<file path="config.mk">
export PLATFORM = sky130hd
export DESIGN_NAME = tt_sel_ctrl
export DESIGN_NICKNAME = d
export VERILOG_FILES = /design/src/rtl/tt_sel_ctrl.sv
export SDC_FILE = /design/constraint.sdc
export NUM_CORES = 1
export LEC_CHECK = 0
export BUFFER_PORTS_ARGS = -buffer_cell sky130_fd_sc_hd__buf_2
export CAP_MARGIN = 20
export CORE_UTILIZATION = 35
export CTS_CLUSTER_SIZE = 16
export DETAILED_ROUTE_END_ITERATION = 10
export PLACE_DENSITY = 0.61
export SYNTH_ARGS = -nofsm -noshare
export SYNTH_HDL_FRONTEND = slang
export SYNTH_SLANG_ARGS = --single-unit
</file>
<file path="constraint.sdc">
create_clock -name clk -period 4.1 [get_ports clk]
set_clock_uncertainty 0.05 [all_clocks]
set_input_delay 0.615 -clock clk [delete_from_list [all_inputs] [get_ports clk]]
set_output_delay 0.615 -clock clk [all_outputs]
set_load 0.005 [all_outputs]
</file>
<file path="src/rtl/tt_sel_ctrl.sv">
// Design-select controller: synchronises the select pads, counts inc edges into a saturating
// address and latches it with a qualified enable. Optional inc deglitch: TT_SEL_DEGLITCH_EN.
module tt_sel_ctrl #(
  parameter int G_X    = 16,
  parameter int G_Y    = 16,
  parameter int SYNC_N = 2,
  parameter int DG_LEN = 4
) (
  input  logic                                  clk,
  input  logic                                  rst_n,
  input  logic                                  pad_sel_rst_n,
  input  logic                                  pad_sel_inc,
  input  logic                                  pad_ena,
  output logic [$clog2(G_X)+$clog2(G_Y)-1:0]    sel_addr,
  output logic [$clog2(G_Y)-1:0]                sel_mux,
  output logic [$clog2(G_X)-1:0]                sel_blk,
  output logic                                  sel_ena,
  output logic [$clog2(G_X)+$clog2(G_Y)-1:0]    sel_cnt,
  output logic                                  sel_ovf
);

  // state  | meaning
  // IDLE   | selection held in reset, all outputs 0
  // COUNT  | inc edges advance sel_cnt, waiting for an ena rising edge
  // ACTIVE | sel_addr latched and enabled, inc edges still advance sel_cnt
  localparam logic [1:0] ST_IDLE   = 2'd0;
  localparam logic [1:0] ST_COUNT  = 2'd1;
  localparam logic [1:0] ST_ACTIVE = 2'd2;

  localparam int BW  = $clog2(G_X);
  localparam int YW  = $clog2(G_Y);
  localparam int AW  = BW + YW;
  localparam int N_D = G_X * G_Y;
  localparam logic [AW-1:0] CNT_MAX = AW'(N_D - 1);

  if (G_X < 2 || (G_X & (G_X - 1)) != 0 || G_Y < 2 || (G_Y & (G_Y - 1)) != 0 ||
      SYNC_N < 2 || DG_LEN < 2) begin : g_bad_param
    $error("tt_sel_ctrl: illegal parameter set");
  end

  logic [SYNC_N-1:0] rst_sync, inc_sync, ena_sync;
  logic              sync_sel_rst_n, sync_inc, sync_ena;
  logic              inc_lvl, inc_d, ena_d;
  logic              inc_edge, ena_rise;
  logic [1:0]        state;
  logic [AW-1:0]     cnt_nxt;
  logic              ovf_nxt;

  always_ff @(posedge clk) begin
    if (!rst_n) begin
      rst_sync <= '0;
      inc_sync <= '0;
      ena_sync <= '0;
    end else begin
      rst_sync <= {rst_sync[SYNC_N-2:0], pad_sel_rst_n};
      inc_sync <= {inc_sync[SYNC_N-2:0], pad_sel_inc};
      ena_sync <= {ena_sync[SYNC_N-2:0], pad_ena};
    end
  end

  assign sync_sel_rst_n = rst_sync[SYNC_N-1];
  assign sync_inc       = inc_sync[SYNC_N-1];
  assign sync_ena       = ena_sync[SYNC_N-1];

`ifdef TT_SEL_DEGLITCH_EN
  localparam int DW = $clog2(DG_LEN);
  localparam logic [DW-1:0] DG_LOAD = DW'(DG_LEN - 1);
  logic [DW-1:0] dg_tmr;
  logic          inc_filt;

  // The filtered level follows sync_inc only after DG_LEN consecutive differing samples.
  always_ff @(posedge clk) begin
    if (!rst_n) begin
      dg_tmr   <= DG_LOAD;
      inc_filt <= 1'b0;
    end else if (sync_inc == inc_filt) begin
      dg_tmr <= DG_LOAD;
    end else if (dg_tmr == '0) begin
      dg_tmr   <= DG_LOAD;
      inc_filt <= sync_inc;
    end else begin
      dg_tmr <= dg_tmr - 1'b1;
    end
  end

  assign inc_lvl = inc_filt;
`else
  assign inc_lvl = sync_inc;
`endif

  always_ff @(posedge clk) begin
    if (!rst_n) begin
      inc_d <= 1'b0;
      ena_d <= 1'b0;
    end else begin
      inc_d <= inc_lvl;
      ena_d <= sync_ena;
    end
  end

  assign inc_edge = inc_lvl & ~inc_d;
  assign ena_rise = sync_ena & ~ena_d;

  always_comb begin
    cnt_nxt = sel_cnt;
    ovf_nxt = sel_ovf;
    if (inc_edge) begin
      if (sel_cnt == CNT_MAX) ovf_nxt = 1'b1;
      else                    cnt_nxt = sel_cnt + 1'b1;
    end
  end

  always_ff @(posedge clk) begin
    if (!rst_n || !sync_sel_rst_n) begin
      state    <= ST_IDLE;
      sel_cnt  <= '0;
      sel_ovf  <= 1'b0;
      sel_addr <= '0;
      sel_ena  <= 1'b0;
    end else begin
      case (state)
        ST_IDLE: state <= ST_COUNT;
        ST_COUNT: begin
          sel_cnt <= cnt_nxt;
          sel_ovf <= ovf_nxt;
          // Latch the post-increment count so a coincident inc edge is included.
          if (ena_rise) begin
            sel_addr <= cnt_nxt;
            sel_ena  <= 1'b1;
            state    <= ST_ACTIVE;
          end
        end
        ST_ACTIVE: begin
          sel_cnt <= cnt_nxt;
          sel_ovf <= ovf_nxt;
          if (!sync_ena) begin
            sel_ena <= 1'b0;
            state   <= ST_COUNT;
          end
        end
        default: state <= ST_IDLE;
      endcase
    end
  end

  assign sel_mux = sel_addr[AW-1:BW];
  assign sel_blk = sel_addr[BW-1:0];

endmodule
</file>
* Word-level counts from Yosys, hierarchy flattened
Cells that the tools add are included.
Cells by class: add/subtract/negate cells 1, equality and inequality tests 5, muxes and demuxes 8, bitwise operators 4, reduce and logical (&&, ||, !) cells 10
Operators by type and width (count):
- $mux W8 | 2
- $add A8 B1 Y8 const B | 1
- $eq A8 B8 Y1 const B | 1
- $pmux W2 S3 | 1
- $reduce_and A3 Y1 | 2
- $mux W2 | 2
- $ne A2 B2 Y1 const B | 2
- $reduce_and A2 Y1 | 2
- $and A1 B1 Y1 | 2
- $eq A2 B1 Y1 const B | 1
- $eq A2 B2 Y1 const B | 1
- $logic_not A1 Y1 | 2
- $logic_not A2 Y1 | 1
- $mux W1 | 2
- $not A1 Y1 | 2
- $pmux W1 S2 | 1
- $reduce_bool A2 Y1 | 1
- $reduce_or A2 Y1 | 1
- $logic_or A1 B1 Y1 | 1
Word-level totals: bits in registers 28, input bits 5, output and inout port bits 26, word-level logic and storage cells 38

* Longest topological paths before layout
Gate-level depths: netlist (run 1).
word-level depth 4, gate-level depth with buffers 7, mapped depth without buffers 6

* Worst setup path after synthesis (run 1)
Ideal clock, no wire load.
path kind register -> register, from register sel_cnt[0], to register sel_addr[3], library setup time 0.067 ns, arrival time 1.418 ns, required time 3.983 ns, slack 2.565 ns, cell stages (with the launch flop) 6, path buffers 0, period minus slack after synthesis 1.535 ns, path through dfxtp_1 ha_1 nand3_1 or2_4 a211o_1 a21oi_2
Between the ends: cells in the longest elaborated chain, start to end 3, elaborated cells on any way between the ends 4, classes of those cells 1 x add/sub; 1 x eq/ne; 2 x mux
RTL lines:
- from (decl) | RTL line 18 | output logic [$clog2(G_X)+$clog2(G_Y)-1:0] sel_cnt,
- from (signal assigned) | RTL line 124 | sel_cnt <= cnt_nxt;
- from (signal assigned) | RTL line 134 | sel_cnt <= cnt_nxt;
- $add A8 B1 Y8 or $eq A8 B8 Y1 (tied branches) | RTL line 109, 108
- $mux W8 (*) | RTL line 108 | if (sel_cnt == CNT_MAX) ovf_nxt = 1'b1;
- $mux W8 (*) | RTL line 107 | if (inc_edge) begin
- to (signal assigned) | RTL line 128 | sel_addr <= cnt_nxt;
- to (decl) | RTL line 14 | output logic [$clog2(G_X)+$clog2(G_Y)-1:0] sel_addr,
Mark *: on every way between the ends. The rest lies on a longest branch, timed or not. A chain may end at the register's enable or synchronous reset.

* Worst setup path after layout (run 1)
from register state[1], to register sel_addr[5]
Between the ends: cells in the longest elaborated chain, start to end 2
RTL lines:
- from (decl) | RTL line 45 | logic [1:0] state;
- from (signal assigned) | RTL line 115 | state <= ST_IDLE;
- from (signal assigned) | RTL line 122 | ST_IDLE: state <= ST_COUNT;
- from (signal assigned) | RTL line 130 | state <= ST_ACTIVE;
- $eq A2 B1 Y1 | RTL line 121 | case (state)
- $reduce_and A2 Y1 (no line)
No other way between the ends.

==> reports/summary.md, run 1 <==
### Logic synthesis
• **gate count of the mapped netlist** 151
• **synthesized-area fraction occupied by xor and xnor cells** 0.0256
• **synthesized-area fraction occupied by ao, oa, aoi and oai cells** 0.137
• **Most used DFF post-synth** sky130_fd_sc_hd__dfxtp_1
• **fraction of synthesis flops using an asynchronous set or reset pin** 0
• **Ys Warns** 0
• **top area cells in the synthesized netlist** sky130_fd_sc_hd__dfxtp_1 (41%), sky130_fd_sc_hd__buf_4 (4.9%), sky130_fd_sc_hd__and2_1 (4.6%)
• **cell type with the highest aggregate area in the netlist** sky130_fd_sc_hd__dfxtp_1
• **count of flip-flops with a built-in enable after synthesis** 0
• **fraction of synthesized cell area taken by the top area cell type** 0.410
• **Synth Area in Simple Gates** 0.270
• **syn_area_per_cell** 9.06 um^2
• **synthesized area** 1370 um^2
• **count of distinct cell types in the synthesized netlist** 38
• **main combinational cell family by area after synthesis** simple AND/OR/NAND/NOR gates
• **fraction of the yosys area taken by sequential cells** 0.410
• **area share of fa/ha/maj cells after synthesis** 0.0457
• **mux cell area share after synthesis** 0.0293
• **number of nets in the synthesized netlist** 161
• **count of state elements after synthesis** 28

### Clock network
• **clock root buffer** sky130_fd_sc_hd__clkbuf_8
• **clock transition at the registers of the reported paths** 0.10 ns
• **count of hold buffers inserted by post-cts repair** 0
• **TritonCTS sink count** 28
• **Post-CTS Setup Bufs** 0
• **TritonCTS clock tree** yes
• **worst skew pair latency** 0.27 ns
• **Longest Clk Path Bufs** 2
• **Resize count post-CTS** 0
• **number of buffers created by CTS** 3
• **H-Tree Level Count** 1

### Final layout
• **total number of nets in the final design** 182
• **number of inserted diodes** 0
• **ratio of cells with drive above 1 in the final layout** 0.257
• **area grow syn2layout** 12.4%

### Place
• **number of buffer cells added on primary ports** 30
• **global placer's final weighted congestion** 0.798
• **half-perimeter wire length after placement** 2060 um

### Route
• **Starting DRT DRC Count** 16
• **total number of vias** 1087
• **via density per instance** 4.96
• **post-route ant nets** 0
• **DRC violations left** 0
• **total wirelength of the detailed-routed design** 2730 um
• **first-pass detailed-route iteration total** 4
• **mean routed wirelength per cell** 12.5 um

### Floorplanning
• **die boundary height** 64.5 um
• **x dimension of the die** 64.5 um
• **effective utilization at floorplan** 0.368
• **io pins** 31
• **row cnt** 22
• **Core Area** 3720 um^2
• **area enclosed by the die boundary** 4160 um^2

### Run
• **max-capacitance violation count** 0

### Pwr
• **Power Dens Cells** 299 nW/um^2
• **total internal power** 367 uW
• **Gate power share** 0.026
• **Peak VDD IR** 0.126 mV
• **share of total power consumed by net switching** 0.204
• **total net switching power** 94.1 uW
• **share of power burned in registers** 0.602
• **post-route total power** 461 uW
• **Clock Power Share** 0.372
• **standby leakage power** 0.660 nW

### GRT
• **pin count of the biggest net entering global routing** 17
• **met2 layer usage reported by global route** 0.251
• **vias in the first global route** 1024
• **met3 capacity usage during global routing** 0.0264
• **met1 global-route usage** 0.178
• **initial antenna violation count** 0
• **global route total overflow** 0
• **grt peak-use layer** met2
• **global-route wire length before repair** 4680 um
• **global router's overall resource usage** 0.145

### Hold path
• **Worst Min Path Start** rst_sync[0]$_SDFF_PN0_
• **path type of the worst min-delay path** reg -> reg

### Worst setup path
• **peak fanout along the critical path** 11
• **crit path kind** reg -> reg
• **cell occurring most often along the worst timing path** sky130_fd_sc_hd__inv_1
• **Setup crit end kind** register
• **crit start category** register
• **kind of cell adding the most delay to the critical path** simple AND/OR/NAND/NOR gates
• **Largest stage delay, worst path** 0.53 ns
• **reg-to-reg setup timing slack** 2.27 ns
• **Max stage delay cell, worst path** sky130_fd_sc_hd__nor2_1
• **worst setup path startpoint** state[1]$_SDFFE_PP0P_
• **Worst EP required** 4.21 ns
• **worst reg2reg path startpoint** state[1]$_SDFFE_PP0P_
• **cell breakdown of the critical path** inv_1 > ha_1 > inv_1 > nor2_1 > and4_2 > a211oi_2
• **data arrival time of the worst path** 1.94 ns
• **Crit path buffers/inverters** 2

### STA
• **number of pins with negative max-slew slack in the final report** 0
• **final critical-path share of the clock period** 0.446
• **worst slew pin tran** 0.666 ns
• **final count of hold timing violations** 0
• **final setup fails** 0
• **final setup TNS** 0 ns
• **Max Freq** 547 MHz
• **Final min period** 1.83 ns
• **setup repair after global routing missed its margin** no
• **worst slew slack as a fraction of its limit** 0.554

### Outcome
• **result of the run** completed

-- cells by family (layout without fill, tap and decap cells) --
family	count (synthesis)	in the layout
compound gates	29	29
fa+ha+maj	5	5
buf+inv	19	39
xor+xnor	4	4
simple gates	62	62
mux	4	4
flops	28	28
-- final cells by class --
class,count,area (um^2)
timing repair buffer,30,150
fill,396,2180
multi-input combinational,104,694
clock buffer,4,55.1
sequential,28,561
tap,48,60.1
inverter,5,18.8
-- cells in the mapped netlist (2+ instances only) --
| cell | number |
|---|---|
| sky130_fd_sc_hd__dfxtp_1 | 28 |
| sky130_fd_sc_hd__nor2_1 | 16 |
| sky130_fd_sc_hd__a21oi_1 | 11 |
| sky130_fd_sc_hd__and2_1 | 10 |
| sky130_fd_sc_hd__buf_4 | 9 |
| sky130_fd_sc_hd__nand2_1 | 8 |
| sky130_fd_sc_hd__nor3_1 | 6 |
| sky130_fd_sc_hd__and4_2 | 5 |
| sky130_fd_sc_hd__ha_1 | 5 |
| sky130_fd_sc_hd__inv_1 | 5 |
| sky130_fd_sc_hd__o211ai_1 | 5 |
| sky130_fd_sc_hd__o21ai_0 | 5 |
| sky130_fd_sc_hd__mux2i_1 | 4 |
| sky130_fd_sc_hd__clkbuf_1 | 3 |
| sky130_fd_sc_hd__nand3_1 | 3 |
| sky130_fd_sc_hd__xor2_1 | 3 |
| sky130_fd_sc_hd__and3_1 | 2 |
| sky130_fd_sc_hd__nand3b_1 | 2 |
| sky130_fd_sc_hd__o2111ai_1 | 2 |
-- flip-flops by register name, indices dropped and copies added (netlist names) --
signal / cells
sel_addr: 8
inc_sync: 2
state: 2
sel_ena: 1
inc_d: 1
rst_sync: 2
sel_ovf: 1
sel_cnt: 8
ena_sync: 2
ena_d: 1
-- power by group through the flow --
stage	clock network [mW]	logic (mW)	registers (mW)
after global routing	0.187	0.0138	0.278
after global placement	0	0.0117	0.283
after floorplan	0	0.00787	0.283
after CTS	0.177	0.0123	0.277
final	0.171	0.0120	0.277
after detailed placement	0	0.0122	0.284
-- per-stage QoR --
stage | setup WS [ns] | cells | utilization | hold WS, ns | cell area [um^2]
2_1_floorplan | 2.56 | 151 | - | 0.362 | 1370
3_3_place_gp | 2.42 | 215 | 0.399 | 0.367 | 1480
3_5_place_dp | 2.34 | 215 | 0.399 | 0.371 | 1480
4_1_cts | 2.32 | 219 | 0.414 | 0.395 | 1540
5_1_grt | 2.14 | 219 | 0.414 | 0.412 | 1540
6_report | 2.27 | 219 | 0.414 | 0.392 | 1540
-- metal layers --
metal / up-vias / share of wire / wire (um)
li1: 563 / - / -
met1: 498 / 0.51 / 1400
met2: 24 / 0.45 / 1220
met3: 2 / 0.033 / 89
met4: 0 / 0.0055 / 15
met5: - / 0 / 0
-- path summary, 6_finish.rpt --
path                                                 end  depth (start not counted)
worst min-delay path              rst_sync[1]$_SDFF_PN0_                          1
worst max register to register  sel_addr[5]$_SDFFE_PP0P_                          6
worst max-delay path            sel_addr[5]$_SDFFE_PP0P_                          6
worst min register to register    rst_sync[1]$_SDFF_PN0_                          1
-- layout by cell type, fill, tap and decap left out, drive strengths merged --
cell / synthesis / final
nand2b: 1 / 1
and3: 2 / 2
dfxtp: 28 / 28
mux2i: 4 / 4
and4: 6 / 6
xnor2: 1 / 1
a31oi: 1 / 1
nand2: 8 / 8
o2111ai: 2 / 2
o21ai: 5 / 5
nor3: 6 / 6
a22o: 1 / 1
a21oi: 12 / 12
a211oi: 1 / 1
and4b: 1 / 1
nor2b: 1 / 1
or2b: 1 / 1
nand3: 3 / 3
buf: 11 / 30
nand3b: 2 / 2
nand4b: 1 / 1
xor2: 3 / 3
or2: 1 / 1
a21o: 1 / 1
nand4: 2 / 2
and2: 10 / 10
clkbuf: 3 / 4
nor2: 16 / 16
ha: 5 / 5
o211ai: 5 / 5
and3b: 1 / 1
inv: 5 / 5
a211o: 1 / 1
Note: power is estimated with default switching activity, not from simulation.
==> inputs of run 2 (changes only) <==
Clock period 4.1 ns to 1.9 ns, I/O delays scaled along.
==> run 2 against run 1 <==
- final area about the same
- largest cell class unchanged
- worst hold slack got worse by 0.23 ns
- sequential cell count stayed put
- critical path depth fell by 1
- final cell count is 0.46% higher
- critical path type unchanged
- via count is 1.1% higher
- combinational power up 110%
- core utilization about the same
- first-iteration DRC count is 130% higher
- die area unchanged
- total power is 100% higher
==> reports/summary.md, run 2 (same netlist as run 1, synthesis figures left out) <==
### Route
• **Starting DRT DRC Count** 37
• **DRC violations left** 0
• **via density per instance** 5.00
• **mean routed wirelength per cell** 11.7 um
• **post-route ant nets** 0
• **total wirelength of the detailed-routed design** 2580 um
• **total number of vias** 1099
• **first-pass detailed-route iteration total** 5

### Clock network
• **H-Tree Level Count** 1
• **TritonCTS sink count** 28
• **Resize count post-CTS** 0
• **TritonCTS clock tree** yes
• **clock transition at the registers of the reported paths** 0.09 ns
• **Post-CTS Setup Bufs** 0
• **number of buffers created by CTS** 3
• **worst skew pair latency** 0.27 ns
• **clock root buffer** sky130_fd_sc_hd__clkbuf_8
• **count of hold buffers inserted by post-cts repair** 0
• **Longest Clk Path Bufs** 2

### Place
• **half-perimeter wire length after placement** 1940 um
• **global placer's final weighted congestion** 0.853
• **number of buffer cells added on primary ports** 30

### Pwr
• **share of total power consumed by net switching** 0.202
• **share of power burned in registers** 0.638
• **total internal power** 748 uW
• **standby leakage power** 0.663 nW
• **Power Dens Cells** 609 nW/um^2
• **Gate power share** 0.027
• **Peak VDD IR** 0.459 mV
• **total net switching power** 190 uW
• **Clock Power Share** 0.335

### GRT
• **pin count of the biggest net entering global routing** 17
• **global-route wire length before repair** 4530 um
• **initial antenna violation count** 0
• **global route total overflow** 0
• **vias in the first global route** 1022
• **global router's overall resource usage** 0.139

### Worst setup path
• **peak fanout along the critical path** 6
• **cell breakdown of the critical path** ha_1 > nand3_1 > o21ai_0 > mux2i_1 > a21oi_1
• **cell count of the worst reg-to-reg path** 5
• **Setup crit end kind** register
• **Worst EP required** 2.02 ns
• **crit start category** register
• **Largest stage delay, worst path** 0.45 ns
• **crit path kind** reg -> reg
• **Max stage delay cell, worst path** sky130_fd_sc_hd__dfxtp_1
• **data arrival time of the worst path** 1.79 ns

### Floorplanning
• **area enclosed by the die boundary** 4160 um^2
• **die boundary height** 64.5 um
• **x dimension of the die** 64.5 um
• **row cnt** 22
• **Core Area** 3720 um^2
• **io pins** 31
• **effective utilization at floorplan** 0.368

### STA
• **number of pins with negative max-slew slack in the final report** 0
• **final setup TNS** 0 ns
• **setup repair after global routing missed its margin** no
• **final critical-path share of the clock period** 0.882
• **worst slew slack as a fraction of its limit** 0.630
• **worst slew pin tran** 0.553 ns
• **Max Freq** 597 MHz
• **final count of hold timing violations** 0
• **Final min period** 1.68 ns
• **final setup fails** 0

### Final layout
• **top library cells by usage in the layout, fill and taps aside** sky130_fd_sc_hd__buf_2 (30), sky130_fd_sc_hd__dfxtp_1 (28), sky130_fd_sc_hd__nor2_1 (16), sky130_fd_sc_hd__a21oi_1 (11), sky130_fd_sc_hd__and2_1 (10)
• **area grow syn2layout** 12.5%
• **most common cell after layout, fill and taps aside** sky130_fd_sc_hd__buf_2
• **number of fillers in the final layout** 382
• **total number of nets in the final design** 184
• **leading registers by flop count** sel_addr (8), sel_cnt (8)
• **core occupancy in the finished layout** 0.414
• **number of inserted diodes** 0
• **ratio of cells with drive above 1 in the final layout** 0.262

### Outcome
• **result of the run** completed

### Hold path
• **cell count of the worst hold path** 2
• **path type of the worst min-delay path** in -> reg

### Run
• **max-capacitance violation count** 0

-- run 2: path summary, 6_finish.rpt --
kind                           start                  endpoint  slack, ns
min reg2reg   ena_sync[0]$_SDFF_PN0_    ena_sync[1]$_SDFF_PN0_       0.39
min                    pad_sel_rst_n    rst_sync[0]$_SDFF_PN0_       0.16
max reg2reg  sel_cnt[0]$_SDFFE_PP0P_  sel_addr[1]$_SDFFE_PP0P_       0.22
max          sel_cnt[0]$_SDFFE_PP0P_  sel_addr[1]$_SDFFE_PP0P_       0.22
-- run 2: critical path, delay by kind of cell, from the launching register on --
kind / cells / cell delay, ns
adder cells (fa/ha/maj): 1 / 0.22
multiplexers: 1 / 0.23
flip-flops: 1 / 0.45
AO/OA/AOI/OAI: 2 / 0.47
AND/OR/NAND/NOR: 1 / 0.17
-- run 2: cell type report --
cell class | count | area, um^2 | area share
Multi-Input combinational cell | 104 | 694 | 0.451
Sequential cell | 28 | 561 | 0.364
Timing Repair Buffer | 32 | 165 | 0.107
Inverter | 5 | 18.8 | 0.0122
Clock buffer | 3 | 41.3 | 0.0268
Tap cell | 48 | 60.1 | 0.0390
-- run 2: through the flow --
| stage | instances | hold WS [ns] | power, mW | setup WS (ns) | instance area, um^2 |
|---|---|---|---|---|---|
| finish | 220 | 0.163 | 0.938 | 0.224 | 1540 |
| global route | 220 | 0.151 | 0.982 | 0.0631 | 1540 |
| CTS | 220 | 0.161 | 0.951 | 0.213 | 1540 |
| detailed placement | 217 | 0.370 | 0.638 | 0.239 | 1500 |
| global placement | 217 | 0.364 | 0.637 | 0.299 | 1500 |
| floorplan | 151 | 0.357 | 0.628 | 0.365 | 1370 |
-- run 2: metal layers --
metal	GRT usage	vias up	wire (um)
met3	0.0352	4	112
met1	0.170	498	1290
met4	0.0417	0	22
met5	0	-	0
met2	0.238	30	1150
li1	-	567	-
-- run 2: power groups by stage --
| stage | combinational (mW) | clock [mW] | sequential [mW] |
|---|---|---|---|
| global placement | 0.0253 | 0 | 0.612 |
| global route | 0.0293 | 0.353 | 0.600 |
| detailed placement | 0.0258 | 0 | 0.612 |
| floorplan | 0.0170 | 0 | 0.611 |
| finish | 0.0252 | 0.314 | 0.598 |
| CTS | 0.0261 | 0.326 | 0.598 |
==> inputs of run 3 (changes only) <==
Settings changed: CORE_ASPECT_RATIO set to 0.8.
==> run 3 against run 2 <==
- final area rose by 2.8%
- largest power group unchanged
- combinational power increased by 4%
- setup slack worse by 0.028 ns
- core utilization grew 2.6 points
- global-route usage increased by 0.78 points
- non-clock buffer count grew 1
- maximum frequency is 1.6% lower
- die area about the same
- highest routed layer unchanged
==> reports/summary.md, run 3 (same netlist as run 1, synthesis figures left out) <==
### GRT
• **pin count of the biggest net entering global routing** 17
• **met3 capacity usage during global routing** 0.0417
• **met2 layer usage reported by global route** 0.244
• **initial antenna violation count** 0
• **met1 global-route usage** 0.198
• **global router's overall resource usage** 0.147
• **global route total overflow** 0
• **global-route wire length before repair** 4710 um
• **vias in the first global route** 1057
• **grt peak-use layer** met2

### Route
• **via density per instance** 4.88
• **post-route ant nets** 0
• **mean routed wirelength per cell** 12.1 um
• **total wirelength of the detailed-routed design** 2730 um
• **total number of vias** 1102
• **Starting DRT DRC Count** 70
• **first-pass detailed-route iteration total** 4
• **DRC violations left** 0

### Worst setup path
• **peak fanout along the critical path** 6
• **crit start category** register
• **data arrival time of the worst path** 1.82 ns
• **worst reg2reg path startpoint** sel_cnt[0]$_SDFFE_PP0P_
• **crit path kind** reg -> reg
• **Setup crit end kind** register
• **worst setup path startpoint** sel_cnt[0]$_SDFFE_PP0P_
• **Worst EP required** 2.02 ns

### Floorplanning
• **die boundary height** 57.9 um
• **Core Area** 3590 um^2
• **row cnt** 19
• **effective utilization at floorplan** 0.381
• **area enclosed by the die boundary** 4170 um^2
• **io pins** 31
• **x dimension of the die** 71.9 um

### Final layout
• **total number of nets in the final design** 185
• **top library cells by usage in the layout, fill and taps aside** sky130_fd_sc_hd__buf_2 (30), sky130_fd_sc_hd__dfxtp_1 (28), sky130_fd_sc_hd__nor2_1 (16), sky130_fd_sc_hd__a21oi_1 (11), sky130_fd_sc_hd__and2_1 (10)
• **number of inserted diodes** 0
• **most common cell after layout, fill and taps aside** sky130_fd_sc_hd__buf_2
• **leading registers by flop count** sel_addr (8), sel_cnt (8)
• **number of fillers in the final layout** 374
• **ratio of cells with drive above 1 in the final layout** 0.270
• **area grow syn2layout** 15.6%

### Clock network
• **Longest Clk Path Bufs** 2
• **count of hold buffers inserted by post-cts repair** 0
• **Resize count post-CTS** 0
• **TritonCTS sink count** 28
• **clock transition at the registers of the reported paths** 0.09 ns
• **TritonCTS clock tree** yes
• **clock root buffer** sky130_fd_sc_hd__clkbuf_8
• **H-Tree Level Count** 1
• **number of buffers created by CTS** 3
• **worst skew pair latency** 0.27 ns
• **Post-CTS Setup Bufs** 0

### Place
• **global placer's final weighted congestion** 0.816
• **number of buffer cells added on primary ports** 30
• **worst slack after detailed placement** 0.204 ns
• **half-perimeter wire length after placement** 2030 um

### Hold path
• **Worst Min Path Start** pad_sel_inc
• **path type of the worst min-delay path** in -> reg

### Outcome
• **result of the run** completed

### STA
• **number of pins with negative max-slew slack in the final report** 0
• **Max Freq** 587 MHz
• **setup repair after global routing missed its margin** no
• **worst slew slack as a fraction of its limit** 0.582
• **crit path setup slack, layout** 0.196 ns
• **final setup fails** 0
• **final count of hold timing violations** 0
• **worst slew pin tran** 0.625 ns
• **final setup TNS** 0 ns
• **Final min period** 1.70 ns
• **final critical-path share of the clock period** 0.897

### Run
• **max-capacitance violation count** 0

### Pwr
• **share of power burned in registers** 0.549
• **share of total power consumed by net switching** 0.186
• **total internal power** 888 uW
• **standby leakage power** 0.683 nW
• **total net switching power** 203 uW
• **Power Dens Cells** 689 nW/um^2
• **Clock Power Share** 0.427
• **Peak VDD IR** 0.448 mV
• **Gate power share** 0.024

-- run 3: worst max-delay path: stages (launching register included) --
cell	delay, ns
sky130_fd_sc_hd__dfxtp_1	0.44
sky130_fd_sc_hd__ha_1	0.22
sky130_fd_sc_hd__nand3_1	0.16
sky130_fd_sc_hd__o21ai_0	0.40
sky130_fd_sc_hd__mux2i_1	0.24
sky130_fd_sc_hd__a21oi_1	0.09
-- run 3: layout make-up --
| cell class | count | area, um^2 | area share |
|---|---|---|---|
| multi-input cells | 104 | 694 | 0.439 |
| flip-flops and latches | 28 | 561 | 0.354 |
| repair buffers | 33 | 173 | 0.109 |
| well taps | 52 | 65.1 | 0.0411 |
| clock buffers | 3 | 41.3 | 0.0261 |
| clock inverters | 1 | 30.0 | 0.0190 |
| inverters | 5 | 18.8 | 0.0119 |
-- run 3: path summary, 6_finish.rpt --
path / endpoint / slack, ns / depth (start not counted)
hold / removal: inc_sync[0]$_SDFF_PN0_ / 0.16 / 2
setup / recovery: sel_addr[1]$_SDFFE_PP0P_ / 0.20 / 5
hold reg to reg: ena_sync[1]$_SDFF_PN0_ / 0.39 / 1
setup reg to reg: sel_addr[1]$_SDFFE_PP0P_ / 0.20 / 5
-- run 3: per-stage QoR --
| step | hold WS [ns] | total power, mW | cell area (um^2) | util | cells |
|---|---|---|---|---|---|
| 3_3_place_gp | 0.365 | 0.637 | 1510 | 0.421 | 222 |
| 4_1_cts | 0.154 | 1.10 | 1580 | 0.441 | 226 |
| 3_5_place_dp | 0.369 | 0.638 | 1510 | 0.421 | 222 |
| 6_report | 0.160 | 1.09 | 1580 | 0.441 | 226 |
| 5_1_grt | 0.153 | 1.14 | 1580 | 0.441 | 226 |
| 2_1_floorplan | 0.357 | 0.628 | 1370 | - | 151 |
-- run 3: power groups by stage --
stage               combinational (mW)  clock, mW  sequential, mW
floorplan                       0.0170          0           0.611
global placement                0.0256          0           0.612
detailed placement              0.0262          0           0.612
CTS                             0.0265      0.478           0.599
global route                    0.0301      0.506           0.600
finish                          0.0263      0.466           0.598
-- run 3: layer usage --
metal | up-vias | wire (um)
met2 | 22 | 1250
li1 | 573 | -
met1 | 505 | 1370
met5 | - | 0
met3 | 2 | 92
met4 | 0 | 13
